--- config.mk ---
export PLATFORM = sky130hd
export DESIGN_NAME = hazard_tracker
export DESIGN_NICKNAME = d
export VERILOG_FILES = /design/src/rtl/hazard_tracker.sv
export SDC_FILE = /design/constraint.sdc
export NUM_CORES = 1
export LEC_CHECK = 0
export ABC_AREA = 1
export CAP_MARGIN = 30
export CELL_PAD_IN_SITES_DETAIL_PLACEMENT = 1
export CELL_PAD_IN_SITES_GLOBAL_PLACEMENT = 1
export CORE_AREA = 8 8 96 98
export DETAILED_ROUTE_END_ITERATION = 10
export DIE_AREA = 0 0 104 106
export PLACE_DENSITY_LB_ADDON = 0.1
export SYNTH_ARGS = -nofsm -noshare
export SYNTH_HDL_FRONTEND = slang
export SYNTH_SLANG_ARGS = --single-unit
export TNS_END_PERCENT = 30
--- constraint.sdc ---
create_clock -name clk -period 4.85 [get_ports clk]
set_clock_uncertainty 0.2 [all_clocks]
set_input_delay 0.97 -clock clk [delete_from_list [all_inputs] [get_ports clk]]
set_output_delay 0.97 -clock clk [all_outputs]
set_load 0.03 [all_outputs]
--- src/rtl/hazard_tracker.sv ---
// Register-dependency bookkeeping for the 5-stage pipeline: carries Tnew/A3/sources through E, M
// and W and derives forwarding selects. Optional stall counter enabled by `define HAZARD_STAT_EN.
module hazard_tracker (
   input  logic       clk,
   input  logic       reset,
   input  logic [2:0] Tnew_D,
   input  logic [4:0] A3_D,
   input  logic [4:0] A1_D,
   input  logic [4:0] A2_D,
   input  logic       E_REG_clr,
   output logic [2:0] Tnew_E,
   output logic [2:0] Tnew_M,
   output logic [4:0] A3_E,
   output logic [4:0] A3_M,
   output logic [4:0] A3_W,
   output logic [1:0] FwdRs_D,
   output logic [1:0] FwdRt_D,
   output logic [1:0] FwdRs_E,
   output logic [1:0] FwdRt_E,
   output logic [1:0] FwdRt_M
`ifdef HAZARD_STAT_EN
   ,
   output logic [31:0] stall_cnt
`endif
);

   logic [2:0] tnew_e_q, tnew_e_d, tnew_m_q, tnew_m_d, tnew_w_q, tnew_w_d;
   logic [4:0] a3_e_q, a3_e_d, a1_e_q, a1_e_d, a2_e_q, a2_e_d;
   logic [4:0] a3_m_q, a3_m_d, a2_m_q, a2_m_d;
   logic [4:0] a3_w_q, a3_w_d;

   function automatic logic [2:0] dec_sat(input logic [2:0] t);
      return (t == 3'd0) ? 3'd0 : t - 3'd1;
   endfunction

   // A producer forwards only once its result exists; register 0 is never a real dependency.
   function automatic logic hit(input logic [4:0] a3, input logic [2:0] tnew,
                                input logic [4:0] src);
      return (a3 == src) && (src != 5'd0) && (tnew == 3'd0);
   endfunction

   always_comb begin
      tnew_e_d = Tnew_D;
      a3_e_d   = A3_D;
      a1_e_d   = A1_D;
      a2_e_d   = A2_D;
      if (E_REG_clr) begin
         tnew_e_d = 3'd0;
         a3_e_d   = 5'd0;
         a1_e_d   = 5'd0;
         a2_e_d   = 5'd0;
      end
      tnew_m_d = dec_sat(tnew_e_q);
      a3_m_d   = a3_e_q;
      a2_m_d   = a2_e_q;
      tnew_w_d = dec_sat(tnew_m_q);
      a3_w_d   = a3_m_q;
   end

   always_ff @(posedge clk or posedge reset) begin
      if (reset) begin
         tnew_e_q <= 3'd0;
         a3_e_q   <= 5'd0;
         a1_e_q   <= 5'd0;
         a2_e_q   <= 5'd0;
         tnew_m_q <= 3'd0;
         a3_m_q   <= 5'd0;
         a2_m_q   <= 5'd0;
         tnew_w_q <= 3'd0;
         a3_w_q   <= 5'd0;
      end else begin
         tnew_e_q <= tnew_e_d;
         a3_e_q   <= a3_e_d;
         a1_e_q   <= a1_e_d;
         a2_e_q   <= a2_e_d;
         tnew_m_q <= tnew_m_d;
         a3_m_q   <= a3_m_d;
         a2_m_q   <= a2_m_d;
         tnew_w_q <= tnew_w_d;
         a3_w_q   <= a3_w_d;
      end
   end

   assign Tnew_E = tnew_e_q;
   assign Tnew_M = tnew_m_q;
   assign A3_E   = a3_e_q;
   assign A3_M   = a3_m_q;
   assign A3_W   = a3_w_q;

   // Nearest producer wins; a matching but unready stage falls through to older ones.
   always_comb begin
      FwdRs_D = 2'd0;
      if      (hit(a3_e_q, tnew_e_q, A1_D)) FwdRs_D = 2'd1;
      else if (hit(a3_m_q, tnew_m_q, A1_D)) FwdRs_D = 2'd2;
      else if (hit(a3_w_q, tnew_w_q, A1_D)) FwdRs_D = 2'd3;

      FwdRt_D = 2'd0;
      if      (hit(a3_e_q, tnew_e_q, A2_D)) FwdRt_D = 2'd1;
      else if (hit(a3_m_q, tnew_m_q, A2_D)) FwdRt_D = 2'd2;
      else if (hit(a3_w_q, tnew_w_q, A2_D)) FwdRt_D = 2'd3;

      FwdRs_E = 2'd0;
      if      (hit(a3_m_q, tnew_m_q, a1_e_q)) FwdRs_E = 2'd2;
      else if (hit(a3_w_q, tnew_w_q, a1_e_q)) FwdRs_E = 2'd3;

      FwdRt_E = 2'd0;
      if      (hit(a3_m_q, tnew_m_q, a2_e_q)) FwdRt_E = 2'd2;
      else if (hit(a3_w_q, tnew_w_q, a2_e_q)) FwdRt_E = 2'd3;

      FwdRt_M = 2'd0;
      if (hit(a3_w_q, tnew_w_q, a2_m_q)) FwdRt_M = 2'd3;
   end

`ifdef HAZARD_STAT_EN
   logic [31:0] stall_cnt_q, stall_cnt_d;

   always_comb begin
      stall_cnt_d = stall_cnt_q;
      if (E_REG_clr && (stall_cnt_q != 32'hFFFF_FFFF)) stall_cnt_d = stall_cnt_q + 32'd1;
   end

   always_ff @(posedge clk or posedge reset) begin
      if (reset) stall_cnt_q <= 32'd0;
      else       stall_cnt_q <= stall_cnt_d;
   end

   assign stall_cnt = stall_cnt_q;
`endif

endmodule

# Word-level counts from Yosys, hierarchy flattened
# Cells that the tools add are included.
# totals
out_inout_bits	31
regBits	39
inputBits	21
wordCells	69
# op_classes
n_eq_ne	11
n_mux	17
reduce_logical	30
addsub	2
# op_table
operator	n
== test 5 bit	11
nonzero test 5 bit	5
logical AND 1 bit	22
two-way mux 2 bit	11
two-way mux 5 bit	3
zero test 3 bit	3
two-way mux 3 bit	3
subtractor 3 x 1 -> 3 bit, second input constant	2

# Longest topological paths before layout
# logic_depth
ltp_word	6
mapped_depth	8
depth_no_buf	8

# Worst setup path after synthesis
# OpenSTA, ideal clock, no wires.
# synth_path
path_type	input to output
startpoint	input A2_D[4]
endpoint	output FwdRt_D[1]
required_ps	3680
path_slack_ps	1855
n_path_buf	0
cell_stages	8
t_arrival_ps	1825
path_cell_list	inv_1 -> nand2_1 -> nand2_1 -> nor2_2 -> nand2_1 -> nor2_2 -> nor2_1 -> nor2_1
# synth_via
elab_chain_len	6
elab_cells_between_ends	13
cone_classes	eq/ne: 3; mux: 3; reduce/logical: 7
# synth_rtl
element	line	rtl
from (decl)	9	input logic [4:0] A2_D,
== test 5 bit or nonzero test 5 bit (tied branches)	39	return (a3 == src) && (src != 5'd0) && (tnew == 3'd0);
logical AND 1 bit (2 in series)	39	
two-way mux 2 bit	100	else if (hit(a3_w_q, tnew_w_q, A2_D)) FwdRt_D = 2'd3;
two-way mux 2 bit	99	else if (hit(a3_m_q, tnew_m_q, A2_D)) FwdRt_D = 2'd2;
two-way mux 2 bit *	98	if (hit(a3_e_q, tnew_e_q, A2_D)) FwdRt_D = 2'd1;
to (decl)	17	output logic [1:0] FwdRt_D,
# Every way passes the cells marked *; elsewhere a longest branch is shown, timed or not.

# Final worst setup path
# layout_path
startpoint	input A2_D[0]
endpoint	output FwdRt_D[1]
# Same word-level chain as after synthesis.

==> reports/results.tsv <==
metric	value	unit
ff2ff_path_depth	3	
grt_max_degree	40	
cts_buffers	5	
r2r_start	Tnew_E[0]	
gp_congestion	0.7665	
status	completed	
worstReg2RegEnd	Tnew_M[0]	
track_usage	14.45	%
worst-path-buf-inv	3	
syn-instance-count	336	
post-route-min-period	4.145	ns
finalSetupViolations	0	
drt_pass1_iterations	4	
ios	52	
dr_total_vias	2242	
crit_required	3.68	ns
ant_nets	0	
powerDensity	286.1	nW/um^2
ys_types	20	
antennaDiodeCount	0	
wl_per_cell	15.39	microns
num-fill-cells	1032	
synth_compound_area_share	4.169	%
critPathMaxStageDelay	0.70	ns
endpoint_kind	output pin	
antenna_found_initial	0	
post_cts_buffers	0	
synth_xor_area_share	2.366	%
setup_tns	0	ns
crit_fanout	5	
startpoint	A2_D[0]	
mostFrequentLayoutCell	nand2_1	
core_region_area	7845	sq um
crit_path_frequent_cell	nor2_1	
hold_violations	0	
die_x	104	microns
clk_latency	0.29	ns
viasPerCell	4.502	
worstPathArrival	2.98	ns
cap_violations	0	
synth.mux.area_fraction	0	%
path_class	input port to output pin	
port-buffer-count	51	
h-tree-depth	2	
layout.nets	415	
worst_pin_slew	0.7157	ns
layout.area.seq	975.9	sq um
grt_pass1_vias	2377	
maxSlewHeadroom	52.14	%
drtIter0Drc	71	
drt-total-wl	7.663	mm
start_util	28.31	%
hold_path_class	flop to flop	
maxSlewViolCount	0	
cts-resized-gates	0	
synthSimpleGateAreaFrac	39.38	%
dieHeight	106	microns
fmaxAchievable	241.2	MHz
path_depth	10	
synth_top_family_by_area	simple AND/OR/NAND/NOR gates	
yosysWarnings	0	
cts_tree	built	
cts.sink_count	39	
grt_overflow_total	0	
drc	0	
setup.worst_path.end	FwdRt_D[1]	
most-common-layout-cells	139 x nand2_1, 57 x nor2_1, 51 x clkdlybuf4s50_1, 39 x dfrtp_1, 35 x inv_1	
synth_area_leaders	dfrtp_1 44%, nand2_1 23%, nor2_1 9.6%	
synth_top_area_share	43.94	%
synth_top_cell_by_area	dfrtp_1	
area_growth	33.80	%
path_clk_slew	0.08	ns
start_kind	input port	
p_leak	1.526	nW
hpwlAfterDp	6.020	mm
syn-num-nets	359	
ys_seq_area_share	43.94	%
cts_root_buf	clkbuf_8	
critPathSlowestCell	clkdlybuf4s50_1	
peakVddDrop	91.93	uV
final_layout_size_suffix_gt1_share	7.379	%
period_share	85.47	%
cts_max_path_buffers	2	
multi_input_area	1045	sq um
synth.ff_latch_count	39	
cp_top_family	buffers and inverters	
grt_pass1_wl	12.69	mm
fin_area	2972	sq um
dieArea	11020	sq um
netlist_area	2221	sq um
place_area	2854	sq um
num_rows	33	
syn_area_per_cell	6.610	sq um
ctsHoldBuffers	0	
r2r_setup_slack	3.70	ns
synth_fa_ha_area_share	1.127	%
rsz0062_at_grt	no	
path_cells	clkdlybuf4s50_1 -> inv_1 -> nand2_1 -> nand2_1 -> nor2_1 -> nand2_1 -> nor2_1 -> nor2_1 -> nor2_1 -> clkdlybuf4s50_1	
==> cells in the mapped netlist, drive strengths merged <==
cell,n
nor2,63
inv,49
a21oi,9
xor2,6
nand3,4
dfrtp,39
o22ai,2
nand2,139
clkbuf,1
ha,2
buf,2
nand2b,1
nand4,10
nand3b,1
o21ai,7
nor3,1
==> state kept, by name, indices dropped and copies added, names as in the netlist <==
register,count
A3_E,5
A3_M,5
A3_W,5
Tnew_E,3
Tnew_M,3
a1_e_q,5
a2_e_q,5
a2_m_q,5
tnew_w_q,3
==> metrics by stage <==
stage / cells / utilization [%] / hold slack [ns] / setup WS (ns) / total power [W]
floorplan: 336 / - / 0.2108 / 1.855 / 0.0004803
global placement: 490 / 36.38 / 0.2418 / 0.6579 / 0.0005642
detailed placement: 490 / 36.38 / 0.2459 / 0.6828 / 0.0005678
CTS: 498 / 37.88 / 0.2643 / 0.6649 / 0.0008618
global route: 498 / 37.88 / 0.2819 / 0.4924 / 0.0008969
finish: 498 / 37.88 / 0.2630 / 0.7048 / 0.0008502
==> per-layer routing <==
metal  vias up  part of all wire [%]  global-route usage [%]
met5         -                     0                       0
li1       1124                     -                       -
met4         0                   1.4                   4.343
met2        41                    50                   25.53
met1      1069                    44                   16.84
met3         8                   4.6                   3.751
==> cell families after synthesis <==
logic type	after synthesis
simple gates	219
buf+inv	52
flops	39
compound gates	18
xor+xnor	6
fa+ha+maj	2
==> worst min-delay path by stage <==
stage / from / endpoint / slack [ns] / cells after the start
finish: A3_E[0] / A3_M[0] / 0.26 / 0
global route: a2_e_q[0] / a2_m_q[0] / 0.28 / 0
CTS: a2_e_q[2] / a2_m_q[2] / 0.26 / 0
detailed placement: a2_e_q[2] / a2_m_q[2] / 0.25 / 0
global placement: a2_e_q[0] / a2_m_q[0] / 0.24 / 0
floorplan: a2_e_q[0] / a2_m_q[0] / 0.21 / 0
==> where the power goes <==
part / internal, W / switching (W)
combinational: 0.0000732 / 0.000118
clock: 0.000167 / 0.000126
sequential: 0.000342 / 0.0000245
==> cell type report <==
cell class,count,area share [%]
clock buffers,6,2.779
clock inverters,2,1.179
inverters,49,6.189
multi-input cells,245,35.16
flip-flops and latches,39,32.84
well taps,105,4.421
repair buffers,52,17.43
Power figures use the tool's default switching activity.
